===== src/rtl/stage_info_pkg.sv =====
// Shared types and helpers for the per-stage hazard bookkeeping pipe.
// A stage slot carries {destination register, write flag, remaining latency}.
package stage_info_pkg;

   localparam int unsigned SI_ADDR_W = 5;
   localparam int unsigned SI_TNEW_W = 2;

   // Tnew encodings produced by the decoder in D
   localparam logic [SI_TNEW_W-1:0] TNEW_PC8  = 2'd0;
   localparam logic [SI_TNEW_W-1:0] TNEW_ALU  = 2'd1;
   localparam logic [SI_TNEW_W-1:0] TNEW_LOAD = 2'd2;

   typedef struct packed {
      logic [SI_ADDR_W-1:0] a3;
      logic                 reg_write;
      logic [SI_TNEW_W-1:0] tnew;
   } stage_slot_t;

   localparam stage_slot_t SLOT_BUBBLE = '{a3: '0, reg_write: 1'b0, tnew: '0};

   // Decrement that sticks at zero instead of wrapping to the max value
   function automatic logic [SI_TNEW_W-1:0] sat0_dec(input logic [SI_TNEW_W-1:0] t);
      return (t == '0) ? '0 : t - 1'b1;
   endfunction

endpackage


===== src/rtl/stage_info_pipe_slot.sv =====
// One pipeline slot register (stage_slot_reg). Holds when en_i=0, loads a
// bubble when clr_i=1, otherwise captures slot_i, optionally aging Tnew.
import stage_info_pkg::*;

module stage_slot_reg (
   input  logic        clk,
   input  logic        rst_n,
   input  logic        en_i,
   input  logic        clr_i,
   input  logic        dec_i,
   input  stage_slot_t slot_i,
   output stage_slot_t slot_o
);

   stage_slot_t slot_q;
   stage_slot_t slot_d;

   // Next slot value: bubble on clear, else the incoming slot with aged Tnew
   always_comb begin
      slot_d = slot_i;
      if (dec_i) begin
         slot_d.tnew = sat0_dec(slot_i.tnew);
      end
      if (clr_i) begin
         slot_d = SLOT_BUBBLE;
      end
   end

   // Slot register; en_i low freezes it regardless of clear
   always_ff @(posedge clk or negedge rst_n) begin
      if (!rst_n) begin
         slot_q <= SLOT_BUBBLE;
      end else if (en_i) begin
         slot_q <= slot_d;
      end
   end

   assign slot_o = slot_q;

endmodule


===== src/rtl/stage_info_pipe.sv =====
// Per-stage hazard bookkeeping (Tnew, A3, RegWrite) for the E, M and W stages.
// Optional stall-cycle statistics counter enabled by STAGE_INFO_STATS_EN.
// ADDR_W/TNEW_W must match the widths of stage_info_pkg::stage_slot_t.
import stage_info_pkg::*;

module stage_info_pipe #(
   parameter int unsigned ADDR_W = SI_ADDR_W,
   parameter int unsigned TNEW_W = SI_TNEW_W,
   parameter int unsigned STAT_W = 32
) (
`ifdef STAGE_INFO_STATS_EN
   output logic [STAT_W-1:0] StallCnt,
`endif
   input  logic              clk,
   input  logic              rst_n,
   input  logic              En,
   input  logic              Stall,
   input  logic              Flush,
   input  logic [ADDR_W-1:0] A3_D,
   input  logic              RegWrite_D,
   input  logic [TNEW_W-1:0] Tnew_D,
   output logic [ADDR_W-1:0] A3_E,
   output logic [ADDR_W-1:0] A3_M,
   output logic [ADDR_W-1:0] A3_W,
   output logic              RegWrite_E,
   output logic              RegWrite_M,
   output logic              RegWrite_W,
   output logic [TNEW_W-1:0] Tnew_E,
   output logic [TNEW_W-1:0] Tnew_M,
   output logic [TNEW_W-1:0] Tnew_W
);

   stage_slot_t slot_d_in;
   stage_slot_t slot_e;
   stage_slot_t slot_m;
   stage_slot_t slot_w;
   logic        bubble_e;

   // Decode-stage slot; writes to $0 are never tracked as hazards
   always_comb begin
      slot_d_in.a3        = A3_D;
      slot_d_in.reg_write = RegWrite_D & (A3_D != '0);
      slot_d_in.tnew      = Tnew_D;
   end

   assign bubble_e = Stall | Flush;

   stage_slot_reg u_slot_e (
      .clk    (clk),
      .rst_n  (rst_n),
      .en_i   (En),
      .clr_i  (bubble_e),
      .dec_i  (1'b0),
      .slot_i (slot_d_in),
      .slot_o (slot_e)
   );

   stage_slot_reg u_slot_m (
      .clk    (clk),
      .rst_n  (rst_n),
      .en_i   (En),
      .clr_i  (1'b0),
      .dec_i  (1'b1),
      .slot_i (slot_e),
      .slot_o (slot_m)
   );

   stage_slot_reg u_slot_w (
      .clk    (clk),
      .rst_n  (rst_n),
      .en_i   (En),
      .clr_i  (1'b0),
      .dec_i  (1'b1),
      .slot_i (slot_m),
      .slot_o (slot_w)
   );

   assign A3_E       = slot_e.a3;
   assign RegWrite_E = slot_e.reg_write;
   assign Tnew_E     = slot_e.tnew;
   assign A3_M       = slot_m.a3;
   assign RegWrite_M = slot_m.reg_write;
   assign Tnew_M     = slot_m.tnew;
   assign A3_W       = slot_w.a3;
   assign RegWrite_W = slot_w.reg_write;
   assign Tnew_W     = slot_w.tnew;

`ifdef STAGE_INFO_STATS_EN
   logic [STAT_W-1:0] stall_cnt_q;
   logic [STAT_W-1:0] stall_cnt_d;

   // Saturating count of advancing stall edges; flushes are not counted
   always_comb begin
      stall_cnt_d = stall_cnt_q;
      if (En && Stall && (stall_cnt_q != {STAT_W{1'b1}})) begin
         stall_cnt_d = stall_cnt_q + 1'b1;
      end
   end

   // Stall counter register
   always_ff @(posedge clk or negedge rst_n) begin
      if (!rst_n) begin
         stall_cnt_q <= '0;
      end else begin
         stall_cnt_q <= stall_cnt_d;
      end
   end

   assign StallCnt = stall_cnt_q;
`endif

endmodule


===== config.mk =====
export PLATFORM = sky130hd
export DESIGN_NAME = stage_info_pipe
export DESIGN_NICKNAME = d
export VERILOG_FILES = /design/src/rtl/stage_info_pkg.sv /design/src/rtl/stage_info_pipe_slot.sv /design/src/rtl/stage_info_pipe.sv
export SDC_FILE = /design/constraint.sdc
export NUM_CORES = 1
export LEC_CHECK = 0
export CORE_ASPECT_RATIO = 1.25
export CORE_MARGIN = 5
export CORE_UTILIZATION = 30
export CTS_CLUSTER_DIAMETER = 60
export DETAILED_ROUTE_END_ITERATION = 7
export HOLD_SLACK_MARGIN = 0.12
export MAX_ROUTING_LAYER = met4
export PLACE_DENSITY = 0.67
export SETUP_SLACK_MARGIN = 0.4
export SLEW_MARGIN = 30
export SYNTH_ARGS = -nofsm -noshare
export SYNTH_HDL_FRONTEND = slang
export SYNTH_SLANG_ARGS = --single-unit

===== constraint.sdc =====
create_clock -name clk -period 0.8 [get_ports clk]
set_input_delay 0.12 -clock clk [delete_from_list [all_inputs] [get_ports clk]]
set_output_delay 0.12 -clock clk [all_outputs]
set_load 0.01 [all_outputs]

==> summary.txt, run 1 <==
Power and ir drop
  • LEAKAGE: 0.951 nW
  • PD cells: 1570 mW/mm2
  • Max VDD drop: 1.02 mV

Global route
  • First-pass GRT wire length: 4120 um
  • Pin count of the biggest net entering global routing: 25
  • Total GRT Usage: 12.8%
  • GRT overflow: 0
  • Initial antenna violation count: 0
  • Vias in the first global route: 902

Final layout
  • Ant diodes: 0
  • Filler cells: 293
  • Util after Layout: 56.7%
  • Layout cells sized above 1: 68.4%
  • Area Growth Syn to Fin: 80.9%
  • Final nets: 169

Floorplanning
  • Cell Rows: 23
  • DIE HEIGHT: 74.9 um
  • IO Pins: 37
  • Die Area: 0.00463 mm2
  • Initial Util: 31.3%
  • Core area: 0.00322 mm2
  • Die width: 61.9 um

Routing
  • Final WL: 2730 um
  • Via/cell ratio: 4.53
  • 1st-pass router iterations: 4
  • Average wire per standard cell: 14.2 um
  • Initial DRC Count: 21
  • Via count: 870
  • Antenna Nets Post-Route: 0
  • DRC viols: 0

Worst setup path
  • Worst path depth: 1
  • Worst R2R End: u_slot_w.slot_o[0]
  • Setup CP Type: register to output port
  • Critical-path top delay cell: dfrtp_1
  • Worst EP required: 0.68 ns
  • Crit path DAT: 0.82 ns
  • Critical path endpoint category: output port
  • CP Launch Type: register
  • Reg-to-reg setup timing slack: -0.13 ns
  • Worst reg-to-reg path cell count: 3
  • Critical path cell sequence: buf_6
  • Top delay family on crit path: flip-flops
  • CP startpoint: u_slot_e.slot_o[2]
  • Crit path capture: RegWrite_E
  • RR Startpoint: u_slot_w.slot_o[0]
  • CP peak stage delay: 0.42 ns
  • Critical path peak fanout: 2
  • Buf+Inv Stages, Crit Path: 1

Timing
  • F_max: 1060 MHz
  • Final min period: 0.944 ns
  • Final setup margin: -0.144 ns
  • Fin crit share: 118%
  • Worst hold margin: 0.174 ns
  • Final hold violation count: 0
  • RSZ-0062 raised after global routing: yes
  • Slew @ Worst Pin: 0.147 ns
  • Rel. slew slack: 90.2%
  • Final Skew: 0.00290 ns
  • Setup Viol. Count Final: 45
  • Max-slew violations: 0

Yosys
  • Count of cell types in the netlist: 15
  • Sequential share of the synthesized area: 59.5%
  • Synthesis-stage register bit count: 24
  • Mapped Area: 0.00101 mm2
  • Mean Syn Cell Area: 11.6 um2
  • Synth Warn #: 0
  • Syn nets: 100
  • Post-Synthesis Cells: 87

Clock network
  • Htree depth: 1
  • Clk root buf: clkbuf_8
  • CTS tree: built
  • CTS Buffer Depth: 2
  • Sink Count: 24
  • Worst-path clk slew: 0.08 ns
  • TritonCTS Buffers: 3
  • Insertion delay to the later sink of the worst-skew pair: 0.27 ns

Outcome
  • Status: complete, but fails checks
  • Failing checks: setup timing

Placement
  • DP Wirelength: 1830 um
  • GPL Wtd Cong: 0.712
  • Port Buffers: 36

Run
  • MaxCap Viol Count: 0

Worst hold path
  • Min-delay worst type: input port to register
  • Worst hold start: A3_D[4]
-- metrics by stage --
step | area [um2] | std cells | setup slack (ns) | setup TNS [ns] | power, mW
3_3_place_gp | 1610 | 176 | -0.645 | -14.60 | 1.96
2_1_floorplan | 1130 | 87 | -0.192 | -0.231 | 1.64
3_5_place_dp | 1610 | 176 | -0.690 | -15.15 | 1.98
4_1_cts | 1730 | 186 | -0.146 | -4.34 | 2.85
6_report | 1830 | 192 | -0.144 | -4.35 | 2.87
5_1_grt | 1830 | 192 | -0.166 | -5.60 | 3.01
-- Yosys cell counts, drive strengths merged --
cell type | count | area (um2)
a31o | 1 | 8.76
buf | 13 | 88.8
clkbuf | 1 | 3.75
dfrtp | 24 | 601
inv | 11 | 41.3
mux2 | 12 | 135
nand3 | 10 | 50.1
nor2 | 1 | 3.75
nor2b | 1 | 6.26
o2111ai | 1 | 8.76
o21ai | 11 | 55.1
or4 | 1 | 7.51
-- layout by cell type, fill, tap and decap left out, drive strengths merged --
| master | netlist | final |
|---|---|---|
| dfrtp | 24 | 24 |
| dlygate4sd2 | 0 | 2 |
| bufbuf | 0 | 1 |
| o2111ai | 1 | 1 |
| nand3 | 10 | 10 |
| buf | 13 | 69 |
| clkbuf | 1 | 4 |
| a31o | 1 | 1 |
| inv | 11 | 11 |
| nor2 | 1 | 1 |
| clkdlybuf4s15 | 0 | 1 |
| mux2 | 12 | 12 |
| nor2b | 1 | 1 |
| clkdlybuf4s50 | 0 | 5 |
| or4 | 1 | 1 |
| o21ai | 11 | 11 |
-- where the power goes --
part	internal, mW	switching [mW]
logic	0.443	0.266
clock network	0.439	0.371
registers	1.30	0.0576
total	2.18	0.694
-- worst min-delay path by stage --
stage,slack (ns),cells after the start,to
after floorplan,-0.18,0,u_slot_e.slot_o[0]
after global placement,0.48,2,u_slot_w.slot_o[2]
after detailed placement,0.50,2,u_slot_w.slot_o[2]
after CTS,0.17,4,u_slot_e.slot_o[7]
after global routing,0.17,4,u_slot_e.slot_o[7]
final,0.17,4,u_slot_e.slot_o[7]
-- state kept, by name (all words and copies together) (netlist names) --
signal	flops
u_slot_e.slot_o	8
u_slot_m.slot_o	8
u_slot_w.slot_o	8
-- cell families (layout without fill, tap and decap cells) --
group	after synthesis	in the layout	share of synthesized area [%]
mux	12	12	13.4
compound gates	13	13	7.19
buf+inv	25	93	13.3
flops	24	24	59.5
simple gates	13	13	6.69
-- layout make-up --
type | count | area (um2) | area share (%)
inverters | 11 | 43.8 | 2.40
well taps | 37 | 46.3 | 2.53
flip-flops and latches | 24 | 601 | 32.9
clock buffers | 4 | 55.1 | 3.01
multi-input cells | 38 | 380 | 20.8
repair buffers | 78 | 701 | 38.4
-- routing by layer --
metal  GRT usage [%]  vias up  share of wire, %
met5               -        -                 0
met4            6.60        0               2.9
met3            2.40        7               4.6
met2            20.3       26                53
met1            15.2      422                39
li1                -      415                 -
-- repair_timing --
item                                   4_1_cts  5_1_grt
pin swaps                                    5        4
buffers inserted                             5        6
cloned                                       1        0
hold buffers                                 0        0
setup endpoints to repair                   48       48
endpoints found under the hold margin        0        0
resized for setup                          157       11
Power figures use the tool's default switching activity.
==> inputs of run 2 (changes only) <==
Settings changed: SLEW_MARGIN 30 to unset.
==> results of run 2 <==
Final layout, timing and power as in run 1 (identical DEF).
==> inputs of run 3 (changes only) <==
Settings changed: CTS_BUF_LIST set to sky130_fd_sc_hd__clkbuf_16, PLACE_DENSITY 0.67 to 0.62, SYNTH_HIERARCHICAL set to 1.
Clock period 0.8 ns to 1.1 ns, I/O delays scaled along.
==> run 3 against run 2 <==
Effect of this change: global-route usage down 1.3 points; combinational power fell by 33%; total power down 22%; the run now ends clean; critical path depth did not move; utilization down 4.9 points; clock power down 1%; synthesized cell count rose by 33%; largest power group unchanged; flip-flop and latch count did not move; clock skew fell by 0.0015 ns; largest cell class is now multi-input combinational cells; wire length is 10% higher; setup slack improved by 0.27 ns; synthesized area grew 29%.
==> summary.txt, run 3 <==
Timing
  • RSZ-0062 raised after global routing: yes (unchanged)
  • F_max: 1020 MHz
  • Post-Route Setup TNS: 0 ns (was -4.35 ns)
  • Final min period: 0.976 ns
  • Setup Viol. Count Final: 0 (was 45)
  • Fin crit share: 88.7%
  • Final hold violation count: 0 (unchanged)
  • Worst hold margin: 0.166 ns (was 0.174 ns)
  • Max-slew violations: 0 (unchanged)
  • Final Skew: 0.00136 ns (was 0.00290 ns)
  • Final setup margin: 0.124 ns (was -0.144 ns)

Global route
  • Pin count of the biggest net entering global routing: 31 (was 25)
  • GRT overflow: 0 (unchanged)
  • First-pass GRT wire length: 4970 um (was 4120 um)
  • Initial antenna violation count: 0 (unchanged)
  • Total GRT Usage: 11.5% (was 12.8%)
  • Vias in the first global route: 1118 (was 902)

Yosys
  • Synth Warn #: 6 (was 0)
  • Post-synth EDFFs: 0 (unchanged)
  • Area share of the largest cell type after synthesis: 46.2% (was 59.5%)
  • Post-synthesis async set-or-reset flop share: 100% (unchanged)
  • Mean Syn Cell Area: 11.2 um2 (was 11.6 um2)
  • Synth area leader: dfrtp_1 (unchanged)
  • Sequential share of the synthesized area: 46.2% (was 59.5%)
  • Count of cell types in the netlist: 17 (was 15)
  • Most frequent cell after synthesis: dfrtp_1 (unchanged)
  • Commonest register cell after synthesis: dfrtp_1 (unchanged)
  • Post-Synthesis Cells: 116 (was 87)
  • Synth top cells by count: 24 x dfrtp_1, 21 x inv_1, 21 x o21ai_2 (was 24 x dfrtp_1, 12 x mux2_2, 11 x inv_1)
  • Synth area leaders: dfrtp_1 46%, o21ai_2 14%, nand3b_1 8.7%, inv_1 6.1%, buf_12 4.6% (was dfrtp_1 59%, mux2_2 13%, buf_4 7.4%, nand3_1 5.0%, o21ai_0 5.0%)
  • Mapped Area: 0.00130 mm2 (was 0.00101 mm2)
  • Synthesis-stage register bit count: 24 (unchanged)

Routing
  • 1st-pass router iterations: 4 (unchanged)
  • Via/cell ratio: 4.13 (was 4.53)
  • DRC viols: 0 (unchanged)
  • Average wire per standard cell: 11.5 um (was 14.2 um)
  • Initial DRC Count: 36 (was 21)
  • Final WL: 3020 um (was 2730 um)
  • Antenna Nets Post-Route: 0 (unchanged)
  • Via count: 1081 (was 870)

Worst setup path
  • Top delay family on crit path: flip-flops (unchanged)
  • Critical-path top delay cell: dfrtp_1 (unchanged)
  • Setup CP Type: register to output port (unchanged)
  • CP peak stage delay: 0.40 ns (was 0.42 ns)
  • CP Launch Type: register (unchanged)
  • Crit path DAT: 0.81 ns (was 0.82 ns)
  • Critical path peak fanout: 2 (unchanged)
  • Buf+Inv Stages, Crit Path: 1 (unchanged)
  • Worst EP required: 0.94 ns (was 0.68 ns)
  • Critical path endpoint category: output port (unchanged)
  • Critical path cell sequence: buf_2 (was buf_6)
  • Worst R2R End: u_slot_m/slot_o[6] (was u_slot_w.slot_o[0])
  • Worst reg-to-reg path cell count: 4 (was 3)
  • RR Startpoint: u_slot_e/slot_o[6] (was u_slot_w.slot_o[0])
  • Reg-to-reg setup timing slack: 0.19 ns (was -0.13 ns)

Final layout
  • Util after Layout: 51.8% (was 56.7%)
  • Ant diodes: 0 (unchanged)
  • Final nets: 220 (was 169)
  • Final cell count without fillers: 262 (was 192)
  • Area Growth Syn to Fin: 64.4% (was 80.9%)
  • Most frequent cells in the layout: 30 x buf_6, 25 x conb_1, 24 x dfrtp_1 (was 26 x buf_6, 24 x dfrtp_1, 21 x buf_4)
  • Commonest non-fill, non-tap cell in the layout: buf_6 (unchanged)
  • Design Area, Final: 0.00214 mm2 (was 0.00183 mm2)
  • Layout cells sized above 1: 51.0% (was 68.4%)

Floorplanning
  • IO Pins: 37 (unchanged)
  • Core area: 0.00413 mm2 (was 0.00322 mm2)
  • Initial Util: 31.5% (was 31.3%)
  • Die Area: 0.00576 mm2 (was 0.00463 mm2)
  • Cell Rows: 26 (was 23)
  • Die width: 68.9 um (was 61.9 um)
  • DIE HEIGHT: 83.6 um (was 74.9 um)

Clock network
  • CTS Hold Bufs: 0 (unchanged)
  • Htree depth: 1 (unchanged)
  • Insertion delay to the later sink of the worst-skew pair: 0.26 ns (was 0.27 ns)
  • Sink Count: 24 (unchanged)
  • CTS tree: built (unchanged)
  • CTS Buffer Depth: 2 (unchanged)
  • Clk root buf: clkbuf_16 (was clkbuf_8)
  • Worst-path clk slew: 0.06 ns (was 0.08 ns)
  • TritonCTS Buffers: 3 (unchanged)

Worst hold path
  • Worst Hold Endpoint: u_slot_e/slot_o[3] (was u_slot_e.slot_o[7])
  • Min-delay worst type: input port to register (unchanged)
  • Hold path depth: 3 (was 4)
  • Worst hold start: A3_D[0] (was A3_D[4])

Placement
  • GPL Wtd Cong: 0.739 (was 0.712)
  • DP Wirelength: 2050 um (was 1830 um)
  • Area after DPL: 0.00190 mm2 (was 0.00161 mm2)
  • Dpl ws: -0.478 ns (was -0.690 ns)
  • Placed Cells: 244 (was 176)
  • Port Buffers: 36 (unchanged)

Power and ir drop
  • Reg power frac: 42.9% (was 47.1%)
  • Sw power: 0.553 mW (was 0.694 mW)
  • PD cells: 1040 mW/mm2 (was 1570 mW/mm2)
  • Max VDD drop: 0.570 mV (was 1.02 mV)
  • Clock Power Share: 35.8% (was 28.2%)
  • Pwr Total: 2.23 mW (was 2.87 mW)
  • LEAKAGE: 1.11 nW (was 0.951 nW)
  • Pint: 1.68 mW (was 2.18 mW)
  • Combinational share of power: 21.3% (was 24.7%)
  • Net Sw Frac: 24.8% (was 24.2%)

Run
  • MaxCap Viol Count: 0 (unchanged)

Outcome
  • Status: finished clean (was complete, but fails checks)
==> run 3: cell types whose count changed after synthesis, moves of 7 or more <==
cell      before  now
nand3b_1       0   15
mux2_2        12    0
inv_1         11   21
buf_4         10    0
o21ai_2        0   21
nand3_1       10    0
o21ai_0       10    3
==> run 3: worst max path at each step <==
stage	start	to	slack, ns	cells past startpoint
after floorplan	A3_D[0]	u_slot_e/slot_o[2]	0.01	4
after global placement	A3_D[0]	u_slot_e/slot_o[2]	-0.42	5
after detailed placement	A3_D[0]	u_slot_e/slot_o[2]	-0.48	5
after CTS	A3_D[0]	u_slot_e/slot_o[2]	0.12	5
after global routing	u_slot_e/slot_o[6]	A3_E[3]	0.1	1
final	u_slot_e/slot_o[5]	A3_E[2]	0.12	1
==> run 3: metal layers <==
metal  track usage [%]  vias to the layer above  share of wire [%]
met4              3.72                        0                1.1
met3              3.23                        4                4.7
met5                 -                        -                  0
met1              13.6                      506                 40
met2              18.5                       24                 54
li1                  -                      547                  -
==> run 3: repair_timing <==
item                                    in CTS  in global routing
endpoints found under the setup margin      47                 48
buffers inserted                             8                  6
gates cloned                                 0                  0
resized for setup                          143                 20
pin swaps                                    9                  6
==> run 3: power by group through the flow <==
| stage | logic, mW | clock network, mW | registers (mW) |
|---|---|---|---|
| after floorplan | 0.171 | 0 | 0.995 |
| after global placement | 0.406 | 0 | 0.966 |
| after detailed placement | 0.416 | 0 | 0.968 |
| after CTS | 0.436 | 0.823 | 0.954 |
| after global routing | 0.518 | 0.861 | 0.962 |
| final | 0.476 | 0.799 | 0.957 |
==> run 3: logic make-up (layout without fill, tap and decap cells) <==
group	after synthesis	in the layout	synth area share, %
simple gates	35	35	22.7
compound gates	28	28	17.3
buf+inv	27	94	13.3
flops	24	24	46.2
other cells	2	25	0.577
==> run 3: worst min-delay path, cell delays in order <==
cell      delay (ns)
buf_6           0.07
nand3b_1        0.09
o21ai_2         0.06
==> run 3: area by class of cell <==
type                       count  area (um2)
clock buffer                   3        75.1
clock inverter                 1        3.75
fill                         409        1990
inverter                      21        88.8
multi-input combinational     88         666
sequential                    24         601
tap                           56        70.1
timing repair buffer          69         636
